[src/rtl/credit_loop_if.sv]
// Per-channel credit-loop signal bundle between the adapter side (master) and the
// credit loop controller (slave). Channel c of a packed count sits at [c*CREDIT_W +: CREDIT_W].
interface credit_loop_if #(
    parameter int NUM_CH   = 2,
    parameter int CREDIT_W = 6
);
    logic [NUM_CH-1:0]          i_tx_fifo_read_en;
    logic [NUM_CH-1:0]          i_crd_hold;
    logic [NUM_CH-1:0]          o_pl_cfg_crd;
    logic [NUM_CH-1:0]          i_lp_cfg_crd;
    logic [NUM_CH-1:0]          i_rising_edge_pl_cfg_vld;
    logic [NUM_CH-1:0]          o_adapter_is_full;
    logic [NUM_CH*CREDIT_W-1:0] o_avail_credits;
    logic [NUM_CH*CREDIT_W-1:0] o_pending_credits;
    logic                       i_err_clr;
    logic [NUM_CH-1:0]          o_ovf_err;
    logic [NUM_CH-1:0]          o_udf_err;

    modport master (
        output i_tx_fifo_read_en, i_crd_hold, i_lp_cfg_crd, i_rising_edge_pl_cfg_vld, i_err_clr,
        input  o_pl_cfg_crd, o_adapter_is_full, o_avail_credits, o_pending_credits,
               o_ovf_err, o_udf_err
    );

    modport slave (
        input  i_tx_fifo_read_en, i_crd_hold, i_lp_cfg_crd, i_rising_edge_pl_cfg_vld, i_err_clr,
        output o_pl_cfg_crd, o_adapter_is_full, o_avail_credits, o_pending_credits,
               o_ovf_err, o_udf_err
    );
endinterface

[src/rtl/credit_loop_controller_mc.sv]
// Multi-channel credit loop controller: per channel, a credit notifier (return pulses with a
// hold-able pending queue) and a saturating available-credit counter, plus sticky error flags.
module credit_loop_controller_mc #(
    parameter int NUM_CH       = 2,
    parameter int MAX_CREDITS  = 32,
    parameter int INIT_CREDITS = 32,
    parameter int CREDIT_W     = $clog2(MAX_CREDITS + 1)
) (
    input  logic          i_clk,
    input  logic          i_rst,
    credit_loop_if.slave  bus
);
    localparam logic [CREDIT_W-1:0] MAX_C  = CREDIT_W'(MAX_CREDITS);
    localparam logic [CREDIT_W-1:0] INIT_C = CREDIT_W'(INIT_CREDITS);
    localparam logic [CREDIT_W-1:0] ONE_C  = CREDIT_W'(1);

    logic [CREDIT_W-1:0] avail_q [NUM_CH];
    logic [CREDIT_W-1:0] avail_d [NUM_CH];
    logic [CREDIT_W-1:0] pend_q  [NUM_CH];
    logic [CREDIT_W-1:0] pend_d  [NUM_CH];
    logic [NUM_CH-1:0]   crd_q, crd_d;
    logic [NUM_CH-1:0]   ovf_q, ovf_d;
    logic [NUM_CH-1:0]   udf_q, udf_d;
    logic [NUM_CH-1:0]   issue, ovf_set, udf_set;

    always_comb begin
        // NOTE: every signal written here gets a default first, so no path can infer a latch.
        crd_d   = '0;
        issue   = '0;
        ovf_set = '0;
        udf_set = '0;
        for (int c = 0; c < NUM_CH; c++) begin
            avail_d[c] = avail_q[c];
            pend_d[c]  = pend_q[c];
        end

        for (int c = 0; c < NUM_CH; c++) begin
            // A read with nothing queued and no hold bypasses the pending counter.
            issue[c] = !bus.i_crd_hold[c] && ((pend_q[c] != '0) || bus.i_tx_fifo_read_en[c]);
            crd_d[c] = issue[c];
            if (bus.i_tx_fifo_read_en[c] && !issue[c]) begin
                if (pend_q[c] == MAX_C) ovf_set[c] = 1'b1;
                else                    pend_d[c] = pend_q[c] + ONE_C;
            end else if (!bus.i_tx_fifo_read_en[c] && issue[c]) begin
                pend_d[c] = pend_q[c] - ONE_C;
            end

            // Simultaneous replenish and consume cancel out, even at the limits.
            if (bus.i_lp_cfg_crd[c] && !bus.i_rising_edge_pl_cfg_vld[c]) begin
                if (avail_q[c] == MAX_C) ovf_set[c] = 1'b1;
                else                     avail_d[c] = avail_q[c] + ONE_C;
            end else if (!bus.i_lp_cfg_crd[c] && bus.i_rising_edge_pl_cfg_vld[c]) begin
                if (avail_q[c] == '0) udf_set[c] = 1'b1;
                else                  avail_d[c] = avail_q[c] - ONE_C;
            end
        end

        // A new error event wins over a coincident clear.
        ovf_d = (ovf_q & ~{NUM_CH{bus.i_err_clr}}) | ovf_set;
        udf_d = (udf_q & ~{NUM_CH{bus.i_err_clr}}) | udf_set;
    end

    always_ff @(posedge i_clk) begin
        // NOTE: sequential state uses non-blocking assignments so all flops update together.
        if (i_rst) begin
            crd_q <= '0;
            ovf_q <= '0;
            udf_q <= '0;
            for (int c = 0; c < NUM_CH; c++) begin
                avail_q[c] <= INIT_C;
                pend_q[c]  <= '0;
            end
        end else begin
            crd_q <= crd_d;
            ovf_q <= ovf_d;
            udf_q <= udf_d;
            for (int c = 0; c < NUM_CH; c++) begin
                avail_q[c] <= avail_d[c];
                pend_q[c]  <= pend_d[c];
            end
        end
    end

    for (genvar c = 0; c < NUM_CH; c++) begin : g_out
        assign bus.o_avail_credits[c*CREDIT_W +: CREDIT_W]   = avail_q[c];
        assign bus.o_pending_credits[c*CREDIT_W +: CREDIT_W] = pend_q[c];
        assign bus.o_adapter_is_full[c]                      = (avail_q[c] == '0);
    end

    assign bus.o_pl_cfg_crd = crd_q;
    assign bus.o_ovf_err    = ovf_q;
    assign bus.o_udf_err    = udf_q;
endmodule

[src/flat_wrapper.sv]
// flat-port wrapper written by rule: the top's interface ports become plain ports
module credit_loop_controller_mc_flat 
#(
    parameter int NUM_CH       = 2,
    parameter int MAX_CREDITS  = 32,
    parameter int INIT_CREDITS = 32,
    parameter int CREDIT_W     = $clog2(MAX_CREDITS + 1)
)
  (i_clk, i_rst, bus_i_tx_fifo_read_en, bus_i_crd_hold, bus_i_lp_cfg_crd, bus_i_rising_edge_pl_cfg_vld, bus_i_err_clr, bus_o_pl_cfg_crd, bus_o_adapter_is_full, bus_o_avail_credits, bus_o_pending_credits, bus_o_ovf_err, bus_o_udf_err);
  credit_loop_if #(.NUM_CH(NUM_CH), .CREDIT_W(CREDIT_W)) bus_i ();
  input  logic i_clk;
  input  logic i_rst;
  input wire logic [$bits(bus_i.i_tx_fifo_read_en)-1:0] bus_i_tx_fifo_read_en;
  input wire logic [$bits(bus_i.i_crd_hold)-1:0] bus_i_crd_hold;
  input wire logic [$bits(bus_i.i_lp_cfg_crd)-1:0] bus_i_lp_cfg_crd;
  input wire logic [$bits(bus_i.i_rising_edge_pl_cfg_vld)-1:0] bus_i_rising_edge_pl_cfg_vld;
  input wire logic [$bits(bus_i.i_err_clr)-1:0] bus_i_err_clr;
  output wire logic [$bits(bus_i.o_pl_cfg_crd)-1:0] bus_o_pl_cfg_crd;
  output wire logic [$bits(bus_i.o_adapter_is_full)-1:0] bus_o_adapter_is_full;
  output wire logic [$bits(bus_i.o_avail_credits)-1:0] bus_o_avail_credits;
  output wire logic [$bits(bus_i.o_pending_credits)-1:0] bus_o_pending_credits;
  output wire logic [$bits(bus_i.o_ovf_err)-1:0] bus_o_ovf_err;
  output wire logic [$bits(bus_i.o_udf_err)-1:0] bus_o_udf_err;
  assign bus_i.i_tx_fifo_read_en = bus_i_tx_fifo_read_en;
  assign bus_i.i_crd_hold = bus_i_crd_hold;
  assign bus_i.i_lp_cfg_crd = bus_i_lp_cfg_crd;
  assign bus_i.i_rising_edge_pl_cfg_vld = bus_i_rising_edge_pl_cfg_vld;
  assign bus_i.i_err_clr = bus_i_err_clr;
  assign bus_o_pl_cfg_crd = bus_i.o_pl_cfg_crd;
  assign bus_o_adapter_is_full = bus_i.o_adapter_is_full;
  assign bus_o_avail_credits = bus_i.o_avail_credits;
  assign bus_o_pending_credits = bus_i.o_pending_credits;
  assign bus_o_ovf_err = bus_i.o_ovf_err;
  assign bus_o_udf_err = bus_i.o_udf_err;
  credit_loop_controller_mc #(.NUM_CH(NUM_CH), .MAX_CREDITS(MAX_CREDITS), .INIT_CREDITS(INIT_CREDITS), .CREDIT_W(CREDIT_W)) u_core (.i_clk(i_clk), .i_rst(i_rst), .bus(bus_i));
endmodule
[config.mk]
export PLATFORM = sky130hd
export DESIGN_NAME = credit_loop_controller_mc_flat
export DESIGN_NICKNAME = d
export VERILOG_FILES = /design/src/rtl/credit_loop_if.sv /design/src/rtl/credit_loop_controller_mc.sv /design/src/flat_wrapper.sv
export SDC_FILE = /design/constraint.sdc
export NUM_CORES = 1
export LEC_CHECK = 0
export ABC_CLOCK_PERIOD_IN_PS = 3000
export BUFFER_PORTS_ARGS = -buffer_cell sky130_fd_sc_hd__clkbuf_2
export CORE_MARGIN = 1.5
export CORE_UTILIZATION = 56
export CTS_BUF_LIST = sky130_fd_sc_hd__clkbuf_8
export CTS_CLUSTER_DIAMETER = 60
export CTS_CLUSTER_SIZE = 10
export DETAILED_ROUTE_END_ITERATION = 8
export PLACE_DENSITY = 0.8
export SYNTH_ARGS = -nofsm -noshare
export SYNTH_HDL_FRONTEND = slang
export SYNTH_SLANG_ARGS = --single-unit
[constraint.sdc]
create_clock -name i_clk -period 3 [get_ports i_clk]
set_clock_uncertainty 0.05 [all_clocks]
set_input_delay 0.6 -clock i_clk [delete_from_list [all_inputs] [get_ports i_clk]]
set_output_delay 0.6 -clock i_clk [all_outputs]
set_load 0.02 [all_outputs]
# Word level (Yosys, flattened, before mapping)
# Memories as Yosys holds them, arrays and structs flattened.
# Cells that the tools add are included.
[totals]
regBits = 6
ramBits = 24
input_bits = 11
elab_cells = 87
memories = 2
[mem_list]
columns = ["memory", "words", "word_bits", "rd", "rd_ports_with_merged_regs", "write_ports", "line_no", "source"]
rows = [
  ["u_core.avail_q", 2, 6, 2, 0, 2, "credit_loop_controller_mc.sv:17", "logic [CREDIT_W-1:0] avail_q [NUM_CH];"],
  ["u_core.pend_q", 2, 6, 2, 0, 2, "credit_loop_controller_mc.sv:19", "logic [CREDIT_W-1:0] pend_q [NUM_CH];"],
]
[op_classes]
n_addsub = 8
eq_ne = 4
muxes = 35
n_bitwise = 9
reduce_logical = 26
[ops]
columns = ["operator", "count"]
rows = [
  ["2-to-1 mux 6 bit", 18],
  ["adder 6 x 1 -> 6 bit (second input constant)", 4],
  ["== test 6 bit (second input constant)", 4],
  ["subtractor 6 x 1 -> 6 bit (second input constant)", 4],
  ["2-to-1 mux 1 bit", 17],
  ["zero test 6 bit", 2],
  ["nonzero test 6 bit", 2],
  ["logical AND 1 bit", 10],
  ["zero test 1 bit", 10],
  ["bitwise AND 2 bit", 2],
  ["bitwise OR 1 bit", 4],
  ["bitwise OR 2 bit", 2],
  ["logical OR 1 bit", 2],
  ["inverter 2 bit", 1],
]

# Longest topological paths before layout
# Gate-level depths: netlist of run 1.
[depth]
ltp_word = 9
depth_mapped = 8
mapped_depth_nobuf = 7

# Worst setup path before layout of run 1
# Ideal clock, no wire load.
[synth_path]
path_kind = "input port to flip-flop"
from = "in bus_i_crd_hold[1]"
to = "mem u_core.pend_q[1][5] (netlist: u_core.pend_q[0][11])"
t_arrival_ns = 2.151
t_required_ns = 2.827
setup_slack_ns = 0.676
path_stages = 7
n_path_buf = 0
cell_sequence = "nand2_1 -> ha_1 -> a211oi_1 -> nor2_1 -> mux2i_1 -> nor4bb_1 -> mux2_1"
[synth_rtl]
columns = ["element", "line_no", "source"]
rows = [
  ["from (decl)", "flat_wrapper.sv:14", "input wire logic [$bits(bus_i.i_crd_hold)-1:0] bus_i_crd_hold;"],
  ["to (decl)", "credit_loop_controller_mc.sv:19", ""],
]

==> results.md, run 1 <==
* Die area at 0.00392 sq mm
* M1 WL at a little under 2 mm
* Post-synth EDFFs at 0
* Resize count post-CTS at 0
* CORE AREA at 0.00336 sq mm
* Area contributors post-synth: dfxtp_1 30%, ha_1 10%, mux2i_1 8.1%
* Drt first-iter violations at 35
* Die height at 62.6 um
* Post-placement setup slack at ~0.37 ns
* Final Slew Violations at 0
* Vias in the first global route at between 1,500 and 2,000
* Power share of the combinational group at around 50%
* WP buf/inv at 1
* Top_reg_cell synth: dfxtp_1
* Fin Setup TNS at 0 ns
* Initial antenna violation count at 0
* Final net count at 289
* Crit start category: flop
* Max_cap viols at 0
* CP delay by family, top: simple AND/OR/NAND/NOR gates
* Internal Power at 1.42 mW
* Fraction of layout cells with a size suffix above 1 at between 20 and 30%
* Area delta synth->final at 19.7%
* GR Overflow Total at 0
* Post-route design area at 0.00238 sq mm
* Post-Route WL at approximately 4.2 mm
* Critical Path, Cell by Cell: or4_1 -> nor3_2 -> clkbuf_2
* Seq pwr share at 28.3%
* Tcrit/Tclk final at 79.7%
* Peak VDD IR at ~0.00053 V
* Netlist Area Pre-Place at just under 0.002 sq mm
* Status: completed
* Max incr delay on CP at between 0.6 and 0.7 ns
* Reg-to-Reg Start: u_core.pend_q[0][1]
* Clock Latency Late Sink at 0.29 ns
* CTS Root Cell: clkbuf_8
* Final Hold Fails at 0
* Routed WL per cell at between 10 and 15 um
* Vias per cell at about 5.7
* Initial Utilization at approximately 59%
* Post-route DRC at 0
* Crit path launch: u_core.avail_q[0][1]
* Hold buffer count at cts at 0
* Vias at roughly 1,700
* CTS sink count at 30
* Ant. Diodes at 0
* DIE WIDTH at around 63 um
* Setup WS post-layout at between 0.6 and 0.7 ns
* Mean post-synth cell area at 9.30 sq um
* Asr flop ratio synth at 0%
* Synth top area share at between 30 and 40%
* Gate Count Post-Synth at 214
* Buffers on Ports at between 40 and 50
* CP max FO at 5
* Met3 routed WL at 148 um
* Largest net degree at the start of global routing at 33
* Worst min-delay path startpoint: u_core.bus.o_udf_err[0]
* Crit end category: output port
* Tot GR Track Use at a little under a quarter
* Clock transition at path regs at ~0.060 ns
* Met2 WL post-DR at between 2 and 2.5 mm
* CTS Buf Count at 5
* Clk pwr share at between 20% and 30%
* Syn_nets at about 250
* Slowest cell on the critical path: or4_1
* Clk buf depth at 2
* Sequential element share of the synthesized area at 30.2%
* Max H-tree Level at 2
* Switching share of power at ~41%
* Rel. slew slack at a little under three fifths
* Max Freq at approximately 420 MHz
* DP HPWL at ~3 mm
* Worst slew pin tran at 0.666 ns
* Global-route wire length before repair at about 7.3 mm
* Filler cells at 288
* CTS tree: done
* Register bit count reported by yosys at 30
* Drt first pass iters at 4
* Sw power at approximately 0.97 mW
* Setup Fix Bufs, Post-CTS at 0
* Routed Antenna Nets at 0
* Warnings from Yosys at 0
* RSZ-0062 raised after global routing: false
* Pwr dens at 1000 mW/mm^2
* Worst EP arrival at about 1.7 ns
* Req. time, crit path at between 2 and 2.5 ns
* Minimum clock period at 2.39 ns
* Post-DP Area at 0.00224 sq mm
* Synth area leader: dfxtp_1
* # setup viols final at 0
* Worst hold path type: flop to flop
* Io pins at 43
* GP Congestion at between 0.8 and 0.9
* Rows at 21
* Setup CP Type: flop to output port
* Leakage power at around 1.1 nW
* Distinct cell type count after synthesis at 32
* Top routing layer used: met4
-- power by group through the flow --
stage / sequential (mW) / combinational [mW] / clock, mW
floorplan: 0.792 / 0.803 / 0
global placement: 0.684 / 1.16 / 0
detailed placement: 0.684 / 1.19 / 0
CTS: 0.676 / 1.20 / 0.521
global route: 0.699 / 1.33 / 0.537
finish: 0.676 / 1.20 / 0.514
-- Yosys cell counts, types with 3 or more instances --
| cell type | instances |
|---|---|
| ha_1 | 16 |
| a21o_1 | 10 |
| o21ai_0 | 6 |
| inv_1 | 3 |
| nor3_1 | 8 |
| nor3b_2 | 4 |
| nand2_1 | 6 |
| mux2i_1 | 16 |
| fa_1 | 4 |
| a211oi_1 | 14 |
| and2_1 | 4 |
| dfxtp_1 | 30 |
| a32oi_1 | 4 |
| xnor2_1 | 12 |
| nor2_1 | 34 |
| clkbuf_1 | 5 |
| a21oi_1 | 6 |
| nand2b_1 | 4 |
-- final timing paths --
check	endpoint	slack, ns	depth (start not counted)
worst max-delay path	bus_o_adapter_is_full[0]	0.61	3
worst min-delay path	u_core.bus.o_udf_err[0]	0.44	2
worst max register to register	u_core.pend_q[0][5]	0.96	5
worst min register to register	u_core.bus.o_udf_err[0]	0.44	2
-- through the flow --
stage	hold WS, ns	power (mW)	cells	util, %
floorplan	0.539	1.60	214	-
CTS	0.445	2.40	305	70.8
global placement	0.420	1.85	297	66.6
detailed placement	0.430	1.87	297	66.6
global route	0.479	2.57	305	70.8
finish	0.441	2.39	305	70.8
-- worst min-delay path: stages, from the launching register on --
cell and delay (ns):
dfxtp_1 0.33, a32oi_1 0.05, nor2_1 0.07
-- layout make-up --
type / count / area (sq um) / share of cell area [%]
clock inverter: 2 / 60.1 / 2.52
timing repair buffer: 42 / 210 / 8.83
clock buffer: 6 / 82.6 / 3.47
inverter: 3 / 11.3 / 0.473
sequential: 30 / 601 / 25.2
multi-input combinational: 176 / 1360 / 57.1
tap: 46 / 57.6 / 2.42
-- layout by cell type (no fill, tap or decap) --
cell type  synthesis  layout
or3_1              2       2
o22ai_2            2       2
a31o_2             2       2
mux2i_1           16      16
o21ai_2            2       2
o31ai_2            2       2
or4_1              2       2
and3_1             2       2
o21ai_0            6       6
nor2b_1            2       2
nand4_1            2       2
dfxtp_1           30      30
nor3_1             8       8
nand2_1            6       6
nor3b_2            4       4
or4_4              2       2
nor4_1             2       2
nor3_2             2       2
bufinv_16          0       2
a21o_1            10      10
a21oi_1            6       6
inv_1              3       3
clkbuf_8           0       6
clkbuf_2           0      42
mux2_1             2       2
nor4bb_1           2       2
and2_1             4       4
xnor2_1           12      12
ha_1              16      16
a32oi_1            4       4
nor2_1            34      34
a211oi_1          14      14
nand2b_1           4       4
fa_1               4       4
-- cells by family (layout without fill, tap and decap cells) --
family / after synthesis / in the layout / share of synthesized area [%]
and+or+nand+nor: 78 / 78 / 21.6
AOI/OAI and AO/OA: 48 / 48 / 18.1
DFF: 30 / 30 / 30.2
adders and majority gates: 20 / 20 / 14.1
muxes: 18 / 18 / 9.18
xor gates and xnor gates: 12 / 12 / 5.28
buffers and inverters: 8 / 53 / 1.51
-- per-layer routing --
layer / track usage (%) / vias up
li1: - / 885
met4: 9.17 / 0
met2: 41.0 / 32
met1: 27.7 / 803
met5: 0 / -
met3: 4.50 / 7
-- registers in the layout (all words and copies together) (netlist names) --
name                     count
u_core.bus.o_pl_cfg_crd      2
u_core.avail_q              12
u_core.bus.o_udf_err         2
u_core.pend_q               12
u_core.bus.o_ovf_err         2
Note: power is estimated with default switching activity, not from simulation.
==> run 2, diff against run 1 <==
--- a/config.mk
+++ b/config.mk
@@ -5,7 +5,7 @@
 export SDC_FILE = /design/constraint.sdc
 export NUM_CORES = 1
 export LEC_CHECK = 0
-export ABC_CLOCK_PERIOD_IN_PS = 3000
+export ABC_CLOCK_PERIOD_IN_PS = 2500
 export BUFFER_PORTS_ARGS = -buffer_cell sky130_fd_sc_hd__clkbuf_2
 export CORE_MARGIN = 1.5
 export CORE_UTILIZATION = 56
==> constraint.sdc (replaced) <==
create_clock -name i_clk -period 2.5 [get_ports i_clk]
set_clock_uncertainty 0.05 [all_clocks]
set_input_delay 0.5 -clock i_clk [delete_from_list [all_inputs] [get_ports i_clk]]
set_output_delay 0.5 -clock i_clk [all_outputs]
set_load 0.02 [all_outputs]
==> run 2 against run 1 <==
Against the previous run: non-clock buffer count is 4 higher; count of clock-buffer cells in the layout did not move; highest routed layer unchanged; die area is the same; first-iteration DRC count increased by 77%; cell count up 0.66%; sequential power up 20%.
==> results.md, run 2 (same netlist as run 1, synthesis figures left out) <==
* Vias in the first global route at between 1,500 and 2,000
* CTS Buf Count at 5
* Routed Antenna Nets at 0
* Critical Path, Cell by Cell: or4_1 -> nor3_2 -> clkbuf_2
* Biggest regs: u_core.avail_q: 12 flops, u_core.pend_q: 12 flops
* GR Overflow Total at 0
* Pwr dens at between 1000 and 1500 mW/mm^2
* Rows at 21
* Resize count post-CTS at 0
* RSZ-0062 raised after global routing: false
* Final Slew Violations at 0
* Vias per cell at roughly 5.5
* CTS sink count at 30
* Max H-tree Level at 2
* Global-route wire length before repair at around 7 mm
* WP buf/inv at 1
* Slowest cell on the critical path: or4_1
* Crit end category: output port
* Die area at between 0.003 and 0.004 sq mm
* Power share of the combinational group at between 50% and 60%
* R2R setup slack at 0.48 ns
* Area delta synth->final at 18.2%
* CP Depth at 3
* Post-Route WL at roughly 4.0 mm
* Post-route DRC at 0
* Leakage power at around 1.1 nW
* Rel. slew slack at a little under three fifths
* Post-DP Area at about 0.0023 sq mm
* DIE WIDTH at around 63 um
* Max incr delay on CP at about 0.60 ns
* Most frequent cells in the layout: 42 x clkbuf_2, 34 x nor2_1, 30 x dfxtp_1
* Post-route design area at between 0.002 and 0.0025 sq mm
* Worst EP arrival at between 1.5 and 2 ns
* Setup Fix Bufs, Post-CTS at 0
* CORE AREA at around 0.0034 sq mm
* Final Power at between 2 and 3 mW
* Minimum clock period at 2.25 ns
* Worst slew pin tran at around 0.66 ns
* Crit path launch: u_core.avail_q[0][1]
* Ant. Diodes at 0
* Buffers on Ports at 42
* Initial Utilization at 59.2%
* Drt first-iter violations at 62
* Crit start category: flop
* Reg-to-Reg Start: u_core.pend_q[0][1]
* CTS tree: done
* Clock transition at path regs at approximately 0.060 ns
* R2r worst-path depth at 5
* Tcrit/Tclk final at approximately 90%
* Worst min-delay path startpoint: bus_i_crd_hold[0]
* Final net count at a little under 300
* Worst hold endpoint: u_core.bus.o_pl_cfg_crd[0]
* Clk pwr share at 14.4%
* GP Congestion at roughly 0.86
* Sw power at between 1 and 1.5 mW
* Max_cap viols at 0
* Die height at between 60 and 70 um
* Tot GR Track Use at between 20 and 25%
* Drt first pass iters at 5
* CP max FO at 5
* Clk buf depth at 2
* CP delay by family, top: simple AND/OR/NAND/NOR gates
* Largest net degree at the start of global routing at 33
* Routed WL per cell at between 10 and 15 um
* FF-to-FF End: u_core.pend_q[0][5]
* DP HPWL at 2.97 mm
* Commonest non-fill, non-tap cell in the layout: clkbuf_2
* Max Freq at between 400 and 500 MHz
* Status: completed
* Placed instance count at 301
* Layout Cells excl Fill at 307
* Clock Latency Late Sink at 0.27 ns
* # setup viols final at 0
* Setup CP Type: flop to output port
* CTS Root Cell: clkbuf_8
* Internal Power at 1.50 mW
* Io pins at 43
* Switching share of power at 42.9%
* Initial antenna violation count at 0
* Peak VDD IR at roughly 0.00055 V
* Hold buffer count at cts at 0
* Vias at approximately 1,700
* Final Hold Fails at 0
* Filler cells at between 200 and 300
* Fin Setup TNS at 0 ns
* Fraction of layout cells with a size suffix above 1 at a little over a quarter
* Req. time, crit path at 1.95 ns
* Hold Path Stages at 2
* Seq pwr share at between 30% and 40%
* Worst hold path type: input pin to flop
==> run 2: cell count changes in the layout (fill, tap and decap cells not counted) <==
cell / delta
bufinv_16: -2
buf_4: +4
==> run 2: how the worst max path moves through the flow <==
stage | to | slack [ns]
2_1_floorplan | u_core.pend_q[0][11] | 0.28
3_5_place_dp | u_core.pend_q[0][11] | 0.03
4_1_cts | bus_o_adapter_is_full[1] | 0.24
3_3_place_gp | u_core.pend_q[0][11] | 0.10
5_1_grt | u_core.pend_q[0][5] | 0.17
6_report | bus_o_adapter_is_full[0] | 0.25
==> run 2: routing by layer <==
metal / part of all wire, % / up-vias / track usage, %
li1: - / 888 / -
met1: 49 / 767 / 27.5
met2: 45 / 39 / 38.0
met3: 4.5 / 5 / 5.95
met4: 0.95 / 0 / 5.83
met5: 0 / - / 0
==> run 2: power groups by stage <==
stage          Combinational, mW  Clock, mW  Sequential, mW
2_1_floorplan              0.964          0           0.951
3_3_place_gp                1.41          0           0.818
3_5_place_dp                1.44          0           0.821
4_1_cts                     1.45      0.390           0.812
5_1_grt                     1.61      0.415           0.835
6_report                    1.45      0.378           0.809
==> run 2: worst register-to-register path, stage by stage (launching register included) <==
cell and delay, ns:
dfxtp_1 0.36, or4_4 0.59, nor3b_2 0.26, o21ai_2 0.18, nor4bb_1 0.18, mux2_1 0.30
==> run 2: layout make-up <==
class | instances | area [sq um] | area share [%]
multi-input combinational | 176 | 1360 | 57.8
sequential | 30 | 601 | 25.5
tap | 46 | 57.6 | 2.45
timing repair buffer | 46 | 240 | 10.2
clock buffer | 6 | 82.6 | 3.51
inverter | 3 | 11.3 | 0.479
==> run 2: stage by stage <==
stage	worst slack (ns)	hold WS (ns)	util, %
final	0.250	0.388	69.9
after global routing	0.169	0.390	69.9
after CTS	0.238	0.381	69.9
after detailed placement	0.0263	0.422	67.4
after global placement	0.103	0.421	67.4
after floorplan	0.276	0.529	-
